File: config.mk
export PLATFORM = sky130hd
export DESIGN_NAME = tinyalu_param
export DESIGN_NICKNAME = d
export VERILOG_FILES = /design/src/rtl/tinyalu_param.sv
export SDC_FILE = /design/constraint.sdc
export NUM_CORES = 1
export LEC_CHECK = 0
export BUFFER_PORTS_ARGS = -buffer_cell sky130_fd_sc_hd__buf_2
export CORE_ASPECT_RATIO = 0.7
export CORE_MARGIN = 10
export CORE_UTILIZATION = 55
export CTS_BUF_LIST = sky130_fd_sc_hd__clkbuf_4
export CTS_CLUSTER_SIZE = 8
export DETAILED_ROUTE_END_ITERATION = 16
export GPL_TIMING_DRIVEN = 0
export PLACE_DENSITY = 0.75
export SYNTH_ARGS = -nofsm -noshare
export SYNTH_HDL_FRONTEND = slang
export SYNTH_SLANG_ARGS = --single-unit
export TNS_END_PERCENT = 100
File: constraint.sdc
create_clock -name clk -period 3.3 [get_ports clk]
set_input_delay 0.495 -clock clk [delete_from_list [all_inputs] [get_ports clk]]
set_output_delay 0.495 -clock clk [all_outputs]
set_load 0.03 [all_outputs]
File: src/rtl/tinyalu_param.sv
// WIDTH-bit add/and/xor/mul ALU with a registered start/done/busy handshake.
// Optional op 5 (sub) is built only when the TINYALU_SUB_EN macro is defined.
//
//   state  | meaning
//   S_IDLE | ready; single-cycle ops complete here, mul is accepted here
//   S_MUL  | iterative shift-add multiply, MUL_BITS of B per clock
module tinyalu_param #(
  parameter int WIDTH    = 8,
  parameter int MUL_BITS = 1
) (
  input  logic                 clk,
  input  logic                 reset_n,
  input  logic                 start,
  input  logic [2:0]           op,
  input  logic [WIDTH-1:0]     A,
  input  logic [WIDTH-1:0]     B,
  output logic                 busy,
  output logic                 done,
  output logic [2*WIDTH-1:0]   result
);

  localparam int N     = WIDTH / MUL_BITS;
  localparam int CNT_W = (N > 1) ? $clog2(N) : 1;
  localparam logic [CNT_W-1:0] CNT_LAST = CNT_W'(N - 1);

  localparam logic [2:0] OP_ADD = 3'd1;
  localparam logic [2:0] OP_AND = 3'd2;
  localparam logic [2:0] OP_XOR = 3'd3;
  localparam logic [2:0] OP_MUL = 3'd4;
`ifdef TINYALU_SUB_EN
  localparam logic [2:0] OP_SUB = 3'd5;
`endif

  typedef enum logic {S_IDLE, S_MUL} state_t;

  state_t               r_state;
  logic [2*WIDTH-1:0]   r_a_sh;
  logic [WIDTH-1:0]     r_b_sh;
  logic [2*WIDTH-1:0]   r_acc;
  logic [CNT_W-1:0]     r_cnt;
  logic [2*WIDTH-1:0]   r_result;
  logic                 r_done;
  logic                 r_busy;

  logic [WIDTH:0]       w_sum;
  logic                 w_sc_valid;
  logic [2*WIDTH-1:0]   w_sc_result;
  logic [2*WIDTH-1:0]   w_pp;
  logic [2*WIDTH-1:0]   w_acc_next;
`ifdef TINYALU_SUB_EN
  logic [WIDTH:0]       w_diff;
  assign w_diff = {1'b0, A} - {1'b0, B};
`endif

  assign w_sum = {1'b0, A} + {1'b0, B};

  always_comb begin
    w_sc_valid  = 1'b0;
    w_sc_result = '0;
    case (op)
      OP_ADD: begin
        w_sc_valid  = 1'b1;
        w_sc_result = {{(WIDTH-1){1'b0}}, w_sum};
      end
      OP_AND: begin
        w_sc_valid  = 1'b1;
        w_sc_result = {{WIDTH{1'b0}}, A & B};
      end
      OP_XOR: begin
        w_sc_valid  = 1'b1;
        w_sc_result = {{WIDTH{1'b0}}, A ^ B};
      end
`ifdef TINYALU_SUB_EN
      // Bit WIDTH of the extended difference is the borrow (A < B).
      OP_SUB: begin
        w_sc_valid  = 1'b1;
        w_sc_result = {{(WIDTH-1){1'b0}}, w_diff};
      end
`endif
      default: begin
        w_sc_valid  = 1'b0;
        w_sc_result = '0;
      end
    endcase
  end

  // A is pre-shifted and B consumed from the bottom, so each step needs no variable shifter.
  assign w_pp       = r_a_sh * {{(2*WIDTH-MUL_BITS){1'b0}}, r_b_sh[MUL_BITS-1:0]};
  assign w_acc_next = r_acc + w_pp;

  always_ff @(posedge clk or negedge reset_n) begin
    if (!reset_n) begin
      r_state  <= S_IDLE;
      r_a_sh   <= '0;
      r_b_sh   <= '0;
      r_acc    <= '0;
      r_cnt    <= '0;
      r_result <= '0;
      r_done   <= 1'b0;
      r_busy   <= 1'b0;
    end else begin
      r_done <= 1'b0;
      case (r_state)
        S_IDLE: begin
          if (start) begin
            if (op == OP_MUL) begin
              r_a_sh  <= {{WIDTH{1'b0}}, A};
              r_b_sh  <= B;
              r_acc   <= '0;
              r_cnt   <= '0;
              r_busy  <= 1'b1;
              r_state <= S_MUL;
            end else if (w_sc_valid) begin
              r_result <= w_sc_result;
              r_done   <= 1'b1;
            end
          end
        end
        S_MUL: begin
          r_acc  <= w_acc_next;
          r_a_sh <= r_a_sh << MUL_BITS;
          r_b_sh <= r_b_sh >> MUL_BITS;
          r_cnt  <= r_cnt + CNT_W'(1);
          if (r_cnt == CNT_LAST) begin
            r_result <= w_acc_next;
            r_done   <= 1'b1;
            r_busy   <= 1'b0;
            r_state  <= S_IDLE;
          end
        end
        default: r_state <= S_IDLE;
      endcase
    end
  end

  assign busy   = r_busy;
  assign done   = r_done;
  assign result = r_result;

endmodule

# Yosys cells after proc, flatten, opt, wreduce, memory -nomap -nowiden
# Cells that the tools add are included.
# W data, S select, Z words.
[op_classes]
n_eq_ne = 10
multipliers = 1
muxes = 32
addsub = 3
n_reduce_logical = 4
bitwise = 3
[op_table]
columns = ["op", "count"]
rows = [
  ["$mux W16", 8],
  ["$pmux W16 S2", 3],
  ["$pmux W9 S3", 1],
  ["$add A16 B16 Y16", 1],
  ["$mul A16 B1 Y16", 1],
  ["$mux W8", 2],
  ["$pmux W8 S2", 1],
  ["$mux W1", 11],
  ["$add A8 B8 Y9", 1],
  ["$and A8 B8 Y8", 1],
  ["$ne A2 B2 Y1 const B", 4],
  ["$xor A8 B8 Y8", 1],
  ["$eq A3 B2 Y1 const B", 2],
  ["$eq A3 B3 Y1 const B", 2],
  ["$mux W3", 2],
  ["$pmux W1 S2", 3],
  ["$pmux W3 S2", 1],
  ["$reduce_and A4 Y1", 1],
  ["$add A3 B1 Y3 const B", 1],
  ["$eq A3 B1 Y1 const B", 1],
  ["$reduce_and A3 Y1", 1],
  ["$reduce_or A3 Y1", 1],
  ["$ne A2 B1 Y1 const B", 1],
  ["$reduce_and A2 Y1", 1],
  ["$not A1 Y1", 1],
]
[totals]
out_inout_bits = 18
regBits = 62

# Logic depth before layout (Yosys ltp)
# Gate-level depths: netlist of run 1.
[depth]
depth_word = 7
depth_mapped = 10

# Least setup slack after synthesis of run 1
# OpenSTA, ideal clock, no wires.
[synth_path]
kind = "register -> register"
from = "register r_b_sh[0]"
to = "register r_acc[12]"
setup_ns = 0.126
n_path_buf = 0
setup_slack_ns = 0.867
arrival_ns = 2.308
path_stages_with_launch = 10
cell_sequence = "dfrtp_1 -> and2_1 -> ha_1 -> fa_1 -> a21o_1 -> a221oi_1 -> nand2_1 -> a31oi_1 -> mux2i_1 -> nand2_1"
[synth_between]
elab_chain_len = 3
[synth_lines]
columns = ["item", "line_no", "rtl"]
rows = [
  ["start: declaration", "38", "logic [WIDTH-1:0] r_b_sh;"],
  ["start signal: assignment", "122", "r_b_sh <= r_b_sh >> MUL_BITS;"],
  ["$mul A16 B1 Y16", "88", "assign w_pp = r_a_sh * {{(2*WIDTH-MUL_BITS){1'b0}}, r_b_sh[MUL_BITS-1:0]};"],
  ["$add A16 B16 Y16", "89", "assign w_acc_next = r_acc + w_pp;"],
  ["$pmux W16 S2", "103", "case (r_state)"],
  ["end signal: assignment", "120", "r_acc <= w_acc_next;"],
  ["end: declaration", "39", "logic [2*WIDTH-1:0] r_acc;"],
]
# No other way between the ends.
# A chain may end at the register's enable or synchronous reset.

# Worst setup path in the final report of run 1
# Same ends and word-level chain as after synthesis.

==> flow_metrics.env, run 1 <==
export IMPL_slowest_delay_ps=480
export IMPL_syn_inst=441
export IMPL_met2_length_um=4293
export IMPL_maxSlewHeadroom_pct=45.92
export IMPL_dieArea_mm2=0.01099
export IMPL_synth_top_family_by_area="compound AO/OA/AOI/OAI gates"
export IMPL_crit_family="compound AO/OA/AOI/OAI gates"
export IMPL_cpMaxStageDelayCell="dfrtp_1"
export IMPL_yosys_top_cells_count="nand2_1, dfrtp_1, o21ai_0"
export IMPL_worst_r2r_endpoint="r_acc[12]$_DFFE_PN0P_"
export IMPL_synth_compound_area_share_pct=20.59
export IMPL_synth_flop_cell="dfrtp_1"
export IMPL_final_core_util_pct=64.07
export IMPL_hp_class="in2async"
export IMPL_path_common_cell="nand2_1"
export IMPL_firstDrtPassIters=5
export IMPL_syn_area_mm2=0.003933
export IMPL_postCtsResizedCells=0
export IMPL_finalNetCount=539
export IMPL_clock_latency_ps=430
export IMPL_numPortBuffers=38
export IMPL_grt_max_degree=63
export IMPL_clk_pin_slew_worst_paths_ps=120
export IMPL_crit_path_max_fanout=8
export IMPL_r2r_slack_ps=480
export IMPL_synthMuxAreaShare_pct=5.250
export IMPL_cp_arrival_ps=3140
export IMPL_finalCritPeriodShare_pct=85.46
export IMPL_final_layout_size_suffix_gt1_share_pct=14.55
export IMPL_fmax_mhz=354.6
export IMPL_synth_simple_gate_area_share_pct=18.52
export IMPL_drv_slew=0
export IMPL_worstSetupStartpointType="register"
export IMPL_ir_worst_vdd_uv=371.6
export IMPL_cts_max_level=3
export IMPL_n_antenna_cell=0
export IMPL_ys_seq_area_share_pct=39.45
export IMPL_start_util_pct=57.41
export IMPL_antenna_found_initial=0
export IMPL_ctsHoldBuffers=0
export IMPL_async_reset_ff_share_pct=100.0
export IMPL_ys_warn_count=0
export IMPL_tightest_slew_ps=811.2
export IMPL_postPlaceCellArea_mm2=0.004243
export IMPL_status="finished, final reports clean"
export IMPL_coreArea_mm2=0.006850
export IMPL_crit_required_ps=3620
export IMPL_dp_hpwl_um=7955
export IMPL_syn_nets=490
export IMPL_cts_sinks=62
export IMPL_power_density_mw_per_mm2=771.9
export IMPL_fin_skew_ps=12.80
export IMPL_grt_pass1_wl_um=17280
export IMPL_gp_congestion=0.8868
export IMPL_worst_setup_path_type="reg2reg"
export IMPL_period_minus_slack_ps=2820
export IMPL_ant_nets=0
export IMPL_synth_xor_area_share_pct=3.118
export IMPL_reg2regPathDepth=9
export IMPL_drt_wl_total_um=10390
export IMPL_cts_tree="yes"
export IMPL_drtIter0Drc=194
export IMPL_synth_most_common_cell="nand2_1"
export IMPL_drt_met1_wl_um=4952
export IMPL_rows=25
export IMPL_route_met3_wl_um=992
export IMPL_rsz0062_at_grt="false"
export IMPL_synth_avg_cell_area_um2=8.917
export IMPL_ys_seq_elements=62
export IMPL_finalHoldViolCount=0
export IMPL_rr_startpoint="r_b_sh[0]$_DFFE_PN0P_"
export IMPL_setup_violations=0
export IMPL_yosys_top_cells_area="dfrtp_1, ha_1, nand2_1"
export IMPL_tns_ps=0
export IMPL_fin_area_mm2=0.004389
export IMPL_via_count=3454
export IMPL_cts_root_buf="clkbuf_4"
export IMPL_fp_dieW_um=121.1
export IMPL_drc=0
export IMPL_grt_pass1_vias=3285
export IMPL_synth_edf_count=0
export IMPL_synthAdderAreaFrac_pct=8.972
export IMPL_drv_cap=0
export IMPL_path_cells="and2_1, ha_1, fa_1, a21o_1, a221oi_1, nand2_1, a31oi_1, mux2i_1, nand2_1"
export IMPL_area_growth_pct=11.61
export IMPL_die_h_um=90.75
export IMPL_critPathBufInv=0
export IMPL_grt_usage_pct=19.52
export IMPL_vias_per_cell=5.864
export IMPL_power_leakage_uw=0.002155
export IMPL_cts_path_max_buffers=2
export IMPL_synth_top_area_share_pct=39.45
export IMPL_topRoutingLayerUsed="met4"
export IMPL_synth_area_leader_cell="dfrtp_1"
export IMPL_ios=40
export IMPL_ys_types=58
export IMPL_grt_overflow=0
export IMPL_wl_per_cell_um=17.63
export IMPL_crit_path_end_kind="register"
export IMPL_postCtsSetupRepairBufs=0
export IMPL_numCtsBuffers=9
[metrics by stage]
| stage | cells | hold slack [ps] | power (µW) | setup slack, ps |
|---|---|---|---|---|
| CTS | 589 | 165.3 | 3398 | 472.2 |
| floorplan | 441 | 199.4 | 2360 | 866.7 |
| global placement | 573 | 459.9 | 2771 | 473.4 |
| global route | 589 | 194.8 | 3665 | 242.3 |
| finish | 589 | 129.2 | 3388 | 480.0 |
| detailed placement | 573 | 465.8 | 2832 | 496.5 |
[flip-flops by register name, indices dropped and copies added (netlist names)]
signal,flops
busy,1
done,1
r_a_sh,16
r_acc,16
r_b_sh,8
r_cnt,3
r_state,1
result,16
[per-layer routing]
| layer | vias to the layer above | GRT usage [%] |
|---|---|---|
| met5 | - | 0 |
| met4 | 0 | 5.812 |
| met3 | 15 | 6.246 |
| met2 | 121 | 26.40 |
| met1 | 1650 | 28.39 |
| li1 | 1668 | - |
[worst reg2reg max path: stages, from the launching register on]
cell      delay (ps)
dfrtp_1          480
and2_1           230
ha_1             210
fa_1             410
a21o_1           210
a221oi_1         460
nand2_1          120
a31oi_1          320
mux2i_1          220
nand2_1           70
[where the power goes]
group          internal, µW  total, µW  switching [µW]
combinational           574       1590            1010
clock                   240        568             329
sequential             1040       1230             189
total                  1860       3390            1530
[cells by family (layout without fill, tap and decap cells)]
logic type | after synthesis | after routing
AOI/OAI and AO/OA | 126 | 126
and+or+nand+nor | 157 | 157
DFF | 62 | 62
muxes | 20 | 20
buffers and inverters | 35 | 89
adders and majority gates | 27 | 27
xor gates and xnor gates | 14 | 14
[layout by cell type (no fill, tap or decap), types with 8 or more instances in the layout]
cell / count
o21ai_0: 43
ha_1: 25
buf_2: 43
nand2_1: 80
clkbuf_4: 9
xnor2_1: 8
a21oi_1: 22
nor2_1: 26
a22o_1: 12
inv_1: 11
mux2i_1: 18
and2_1: 18
dfrtp_1: 62
clkbuf_1: 13
[how the worst max path moves through the flow]
stage	from	cells after the start	slack, ps	to
after detailed placement	r_b_sh[0]$_DFFE_PN0P_	9	500	r_acc[12]$_DFFE_PN0P_
after CTS	r_b_sh[0]$_DFFE_PN0P_	9	470	r_acc[12]$_DFFE_PN0P_
after global routing	r_b_sh[0]$_DFFE_PN0P_	9	240	r_acc[12]$_DFFE_PN0P_
after floorplan	r_b_sh[0]$_DFFE_PN0P_	9	870	r_acc[12]$_DFFE_PN0P_
after global placement	r_b_sh[0]$_DFFE_PN0P_	9	470	r_acc[12]$_DFFE_PN0P_
final	r_b_sh[0]$_DFFE_PN0P_	9	480	r_acc[12]$_DFFE_PN0P_
[cell type report]
cell class | instances | area (µm²)
plain buffers | 24 | 120.1
multi-input cells | 344 | 2220
clock buffers | 9 | 67.56
repair buffers | 38 | 192.7
clock inverters | 7 | 78.83
fillers | 590 | 2461
flip-flops and latches | 62 | 1551
inverters | 11 | 41.29
well taps | 94 | 117.6
Note: power is estimated with default switching activity, not from simulation.
==> inputs of run 2 (changes only) <==
Settings changed: CORE_MARGIN 10 to 1, HOLD_SLACK_MARGIN set to 0.08.
==> run 2 against run 1 <==
  * Via count grew 0.64%
  * Sequential share of layout area shrank 0.23 points
  * Non-clock buffer count is the same
  * Power grew 2.4%
  * Largest power group unchanged
==> flow_metrics.env, run 2 (synthesis gave the netlist of run 1 again) <==
export IMPL_tightest_slew_ps=770.4
export IMPL_postCtsSetupRepairBufs=0
export IMPL_crit_required_ps=3620
export IMPL_drt_wl_total_um=10020
export IMPL_ir_worst_vdd_uv=347.3
export IMPL_final_common_cell="nand2_1"
export IMPL_coreArea_mm2=0.006819
export IMPL_critPathBufInv=0
export IMPL_path_cells="and2_1, ha_1, fa_1, a21o_1, a221oi_1, nand2_1, a31oi_1, mux2i_1, nand2_1"
export IMPL_postPlaceCellArea_mm2=0.004240
export IMPL_cts_max_level=3
export IMPL_fp_dieW_um=103.1
export IMPL_slowest_delay_ps=480
export IMPL_grt_pass1_vias=3356
export IMPL_antenna_found_initial=1
export IMPL_p_total_uw=3468
export IMPL_firstDrtPassIters=7
export IMPL_power_density_mw_per_mm2=785.0
export IMPL_period_minus_slack_ps=2930
export IMPL_finalHoldViolCount=0
export IMPL_clk_pin_slew_worst_paths_ps=130
export IMPL_final_layout_size_suffix_gt1_share_pct=14.55
export IMPL_power_leakage_uw=0.002163
export IMPL_numCtsBuffers=9
export IMPL_rsz0062_at_grt="false"
export IMPL_cp_arrival_ps=3250
export IMPL_maxSlewHeadroom_pct=48.64
export IMPL_clock_latency_ps=430
export IMPL_fin_skew_ps=14.70
export IMPL_gp_congestion=0.8925
export IMPL_rows=25
export IMPL_worst_setup_path_type="reg2reg"
export IMPL_drc=0
export IMPL_path_common_cell="nand2_1"
export IMPL_finalNetCount=539
export IMPL_setup_violations=0
export IMPL_worstSetupStartpointType="register"
export IMPL_ctsHoldBuffers=0
export IMPL_dp_hpwl_um=7611
export IMPL_postCtsResizedCells=0
export IMPL_vias_per_cell=5.892
export IMPL_tns_ps=0
export IMPL_crit_family="compound AO/OA/AOI/OAI gates"
export IMPL_n_fill_cell=615
export IMPL_cpMaxStageDelayCell="dfrtp_1"
export IMPL_crit_path_max_fanout=8
export IMPL_final_cell_mix="nand2_1, dfrtp_1, buf_2, o21ai_0, nor2_1"
export IMPL_grt_overflow=0
export IMPL_start_util_pct=57.67
export IMPL_ant_nets=0
export IMPL_drv_slew=0
export IMPL_grt_max_degree=63
export IMPL_status="finished, final reports clean"
export IMPL_die_h_um=72.75
export IMPL_via_count=3476
export IMPL_cts_sinks=62
export IMPL_crit_path_end_kind="register"
export IMPL_ios=40
export IMPL_fin_area_mm2=0.004418
export IMPL_finalCritPeriodShare_pct=88.80
export IMPL_area_growth_pct=12.34
export IMPL_hp_class="in2async"
export IMPL_wl_per_cell_um=16.98
export IMPL_fmax_mhz=341.3
export IMPL_dieArea_mm2=0.007497
export IMPL_drv_cap=0
export IMPL_grt_usage_pct=30.39
export IMPL_cts_tree="yes"
export IMPL_drtIter0Drc=268
export IMPL_cts_root_buf="clkbuf_4"
export IMPL_numPortBuffers=38
export IMPL_cts_path_max_buffers=2
export IMPL_grt_pass1_wl_um=16830
==> run 2: routing by layer <==
metal | track usage (%) | vias to the layer above | share of wire (%)
li1 | - | 1669 | -
met1 | 44.62 | 1671 | 49
met2 | 44.89 | 126 | 43
met3 | 6.609 | 10 | 7.3
met4 | 9.233 | 0 | 1.1
met5 | 0 | - | 0
==> run 2: cell type report <==
| type | count | area (µm²) | share of cell area, % |
|---|---|---|---|
| plain buffers | 24 | 120.1 | 2.719 |
| flip-flops and latches | 62 | 1551 | 35.12 |
| diodes | 1 | 2.502 | 0.05664 |
| clock inverters | 7 | 105.1 | 2.379 |
| well taps | 94 | 117.6 | 2.662 |
| repair buffers | 38 | 192.7 | 4.361 |
| clock buffers | 9 | 67.56 | 1.529 |
| inverters | 11 | 41.29 | 0.9346 |
| multi-input cells | 344 | 2220 | 50.24 |
==> run 2: per-stage QoR <==
step | util [%] | hold slack (ps) | setup WS, ps | instances
after global routing | 64.79 | 167.5 | 148.4 | 590
after CTS | 64.72 | 304.7 | 401.4 | 589
after detailed placement | 62.18 | 471.1 | 455.3 | 573
final | 64.79 | 112.6 | 369.7 | 590
after floorplan | - | 199.4 | 866.7 | 441
after global placement | 62.18 | 460.8 | 462.7 | 573
==> run 2: report_power, final <==
group          internal, µW  leakage, µW  switching (µW)
logic                   576      0.00127            1010
clock network           318    0.0000891             331
registers              1040     0.000805             185
total                  1940      0.00216            1530
==> run 2: worst paths after layout <==
check / cells past startpoint / end / slack [ps] / startpoint
min in group clk: 3 / r_a_sh[0]$_DFFE_PN0P_ / 310 / A[0]
max in group asynchronous: 1 / r_b_sh[4]$_DFFE_PN0P_ / 2660 / reset_n
min: 1 / result[2]$_DFFE_PN0P_ / 110 / reset_n
max reg2reg: 9 / r_acc[12]$_DFFE_PN0P_ / 370 / r_b_sh[0]$_DFFE_PN0P_
min reg2reg: 2 / r_b_sh[0]$_DFFE_PN0P_ / 490 / r_b_sh[1]$_DFFE_PN0P_
max: 9 / r_acc[12]$_DFFE_PN0P_ / 370 / r_b_sh[0]$_DFFE_PN0P_
==> run 2: worst register-to-register path, delay by kind of cell (launching register included) <==
kind            cells  cell delay [ps]
flops               1              480
compound gates      3             1050
simple gates        3              430
mux                 1              240
fa+ha+maj           2              630
==> inputs of run 3 (changes only) <==
Settings changed: CORE_UTILIZATION 55 to 56, PLACE_DENSITY 0.75 to 0.76.
==> run 3 against run 2 <==
  * Die area fell by 1.7%
  * Clock-buffer cell count did not move
  * Routed wire length rose by 0.75%
  * Power fell by 2.6%
  * Via count rose by 1.6%
  * Sequential power barely moved
  * Worst hold slack improved by 15 ps
  * Core utilization rose by 0.19 points
  * Sequential cell count did not move
  * Cell count fell by 0.17%
  * Clock power fell by 12%
  * First-iteration DRC count rose by 31%
  * Critical endpoint unchanged
==> flow_metrics.env, run 3 (synthesis gave the netlist of run 1 again) <==
export IMPL_status="finished, final reports clean"
export IMPL_worst_setup_path_type="reg2reg"
export IMPL_coreArea_mm2=0.006756
export IMPL_rows=25
export IMPL_period_minus_slack_ps=2908
export IMPL_gp_congestion=0.9053
export IMPL_via_count=3530
export IMPL_tns_ps=0
export IMPL_grt_usage_pct=29.51
export IMPL_firstDrtPassIters=5
export IMPL_tightest_slew_ps=779.6
export IMPL_fmax_mhz=343.9
export IMPL_hp_class="in2async"
export IMPL_dp_hpwl_um=7485
export IMPL_worstSetupStartpointType="register"
export IMPL_postCtsResizedCells=0
export IMPL_grt_max_degree=63
export IMPL_drtIter0Drc=351
export IMPL_cpMaxStageDelayCell="a221oi_1"
export IMPL_final_cell_mix="nand2_1, dfrtp_1, buf_2, o21ai_0, nor2_1"
export IMPL_fp_dieW_um=102.2
export IMPL_grt_pass1_wl_um=16150
export IMPL_drv_cap=0
export IMPL_area_growth_pct=11.64
export IMPL_ant_nets=0
export IMPL_cts_tree="yes"
export IMPL_cts_max_level=3
export IMPL_cts_path_max_buffers=2
export IMPL_maxSlewHeadroom_pct=48.02
export IMPL_finalNetCount=539
export IMPL_start_util_pct=58.20
export IMPL_crit_family="compound AO/OA/AOI/OAI gates"
export IMPL_crit_path_max_fanout=10
export IMPL_ir_worst_vdd_uv=420.0
export IMPL_ios=40
export IMPL_wl_per_cell_um=17.14
export IMPL_crit_path_end_kind="register"
export IMPL_drc=0
export IMPL_ctsHoldBuffers=0
export IMPL_antenna_found_initial=0
export IMPL_drt_wl_total_um=10100
export IMPL_crit_required_ps=3620
export IMPL_final_common_cell="nand2_1"
export IMPL_die_h_um=72.11
export IMPL_clk_pin_slew_worst_paths_ps=130
export IMPL_cts_sinks=62
export IMPL_clock_latency_ps=430
export IMPL_cp_arrival_ps=3220
export IMPL_p_total_uw=3379
export IMPL_numCtsBuffers=9
export IMPL_setup_violations=0
export IMPL_critPathBufInv=1
export IMPL_vias_per_cell=5.993
export IMPL_whs_ps=128.0
export IMPL_path_cells="clkbuf_1, and2_1, ha_1, and3_1, a221oi_1, nand2_1, a31oi_1, mux2i_1, nand2_1"
export IMPL_power_leakage_uw=0.002147
export IMPL_rsz0062_at_grt="false"
export IMPL_grt_pass1_vias=3132
export IMPL_dp_cells=573
export IMPL_slowest_delay_ps=500
export IMPL_n_antenna_cell=0
export IMPL_fin_skew_ps=15.44
export IMPL_dieArea_mm2=0.007367
export IMPL_final_core_util_pct=64.98
export IMPL_path_common_cell="nand2_1"
export IMPL_drv_slew=0
export IMPL_final_layout_size_suffix_gt1_share_pct=14.55
export IMPL_finalCritPeriodShare_pct=88.12
export IMPL_cts_root_buf="clkbuf_4"
export IMPL_power_density_mw_per_mm2=769.7
export IMPL_numPortBuffers=38
export IMPL_grt_overflow=0
export IMPL_fin_cells=589
export IMPL_finalHoldViolCount=0
export IMPL_postCtsSetupRepairBufs=0
export IMPL_r2r_slack_ps=390
==> run 3: worst paths after layout <==
check,cells after the start,end,start
worst max-delay path,9,r_acc[12]$_DFFE_PN0P_,r_b_sh[0]$_DFFE_PN0P_
worst min-delay path,1,result[2]$_DFFE_PN0P_,reset_n
worst max register to register,9,r_acc[12]$_DFFE_PN0P_,r_b_sh[0]$_DFFE_PN0P_
worst min register to register,2,r_b_sh[0]$_DFFE_PN0P_,r_b_sh[1]$_DFFE_PN0P_
max in group asynchronous,1,r_a_sh[14]$_DFFE_PN0P_,reset_n
min in group clk,3,r_a_sh[0]$_DFFE_PN0P_,A[0]
==> run 3: power by group <==
group          switching (µW)  internal (µW)  leakage [µW]
combinational            1010            574       0.00127
clock                     333            239     0.0000735
sequential                181           1040      0.000805
==> run 3: area by class of cell <==
type                    count  area, µm²
repair buffers             38      192.7
clock buffers               9      67.56
fillers                   591       2366
inverters                  11      41.29
clock inverters             7      80.08
well taps                  94      117.6
plain buffers              24      120.1
multi-input cells         344       2220
flip-flops and latches     62       1551
==> run 3: per-stage QoR <==
step	cell area (µm²)	setup WS, ps
finish	4390	392.0
floorplan	3933	866.7
detailed placement	4240	494.8
global placement	4240	474.8
CTS	4388	442.1
global route	4390	148.4
==> run 3: layer usage <==
metal	routed length [µm]	part of all wire [%]	global-route usage [%]
met2	4282	42	42.58
met3	742	7.3	4.913
met5	0	0	0
met4	92	0.91	7.619
met1	4979	49	45.73
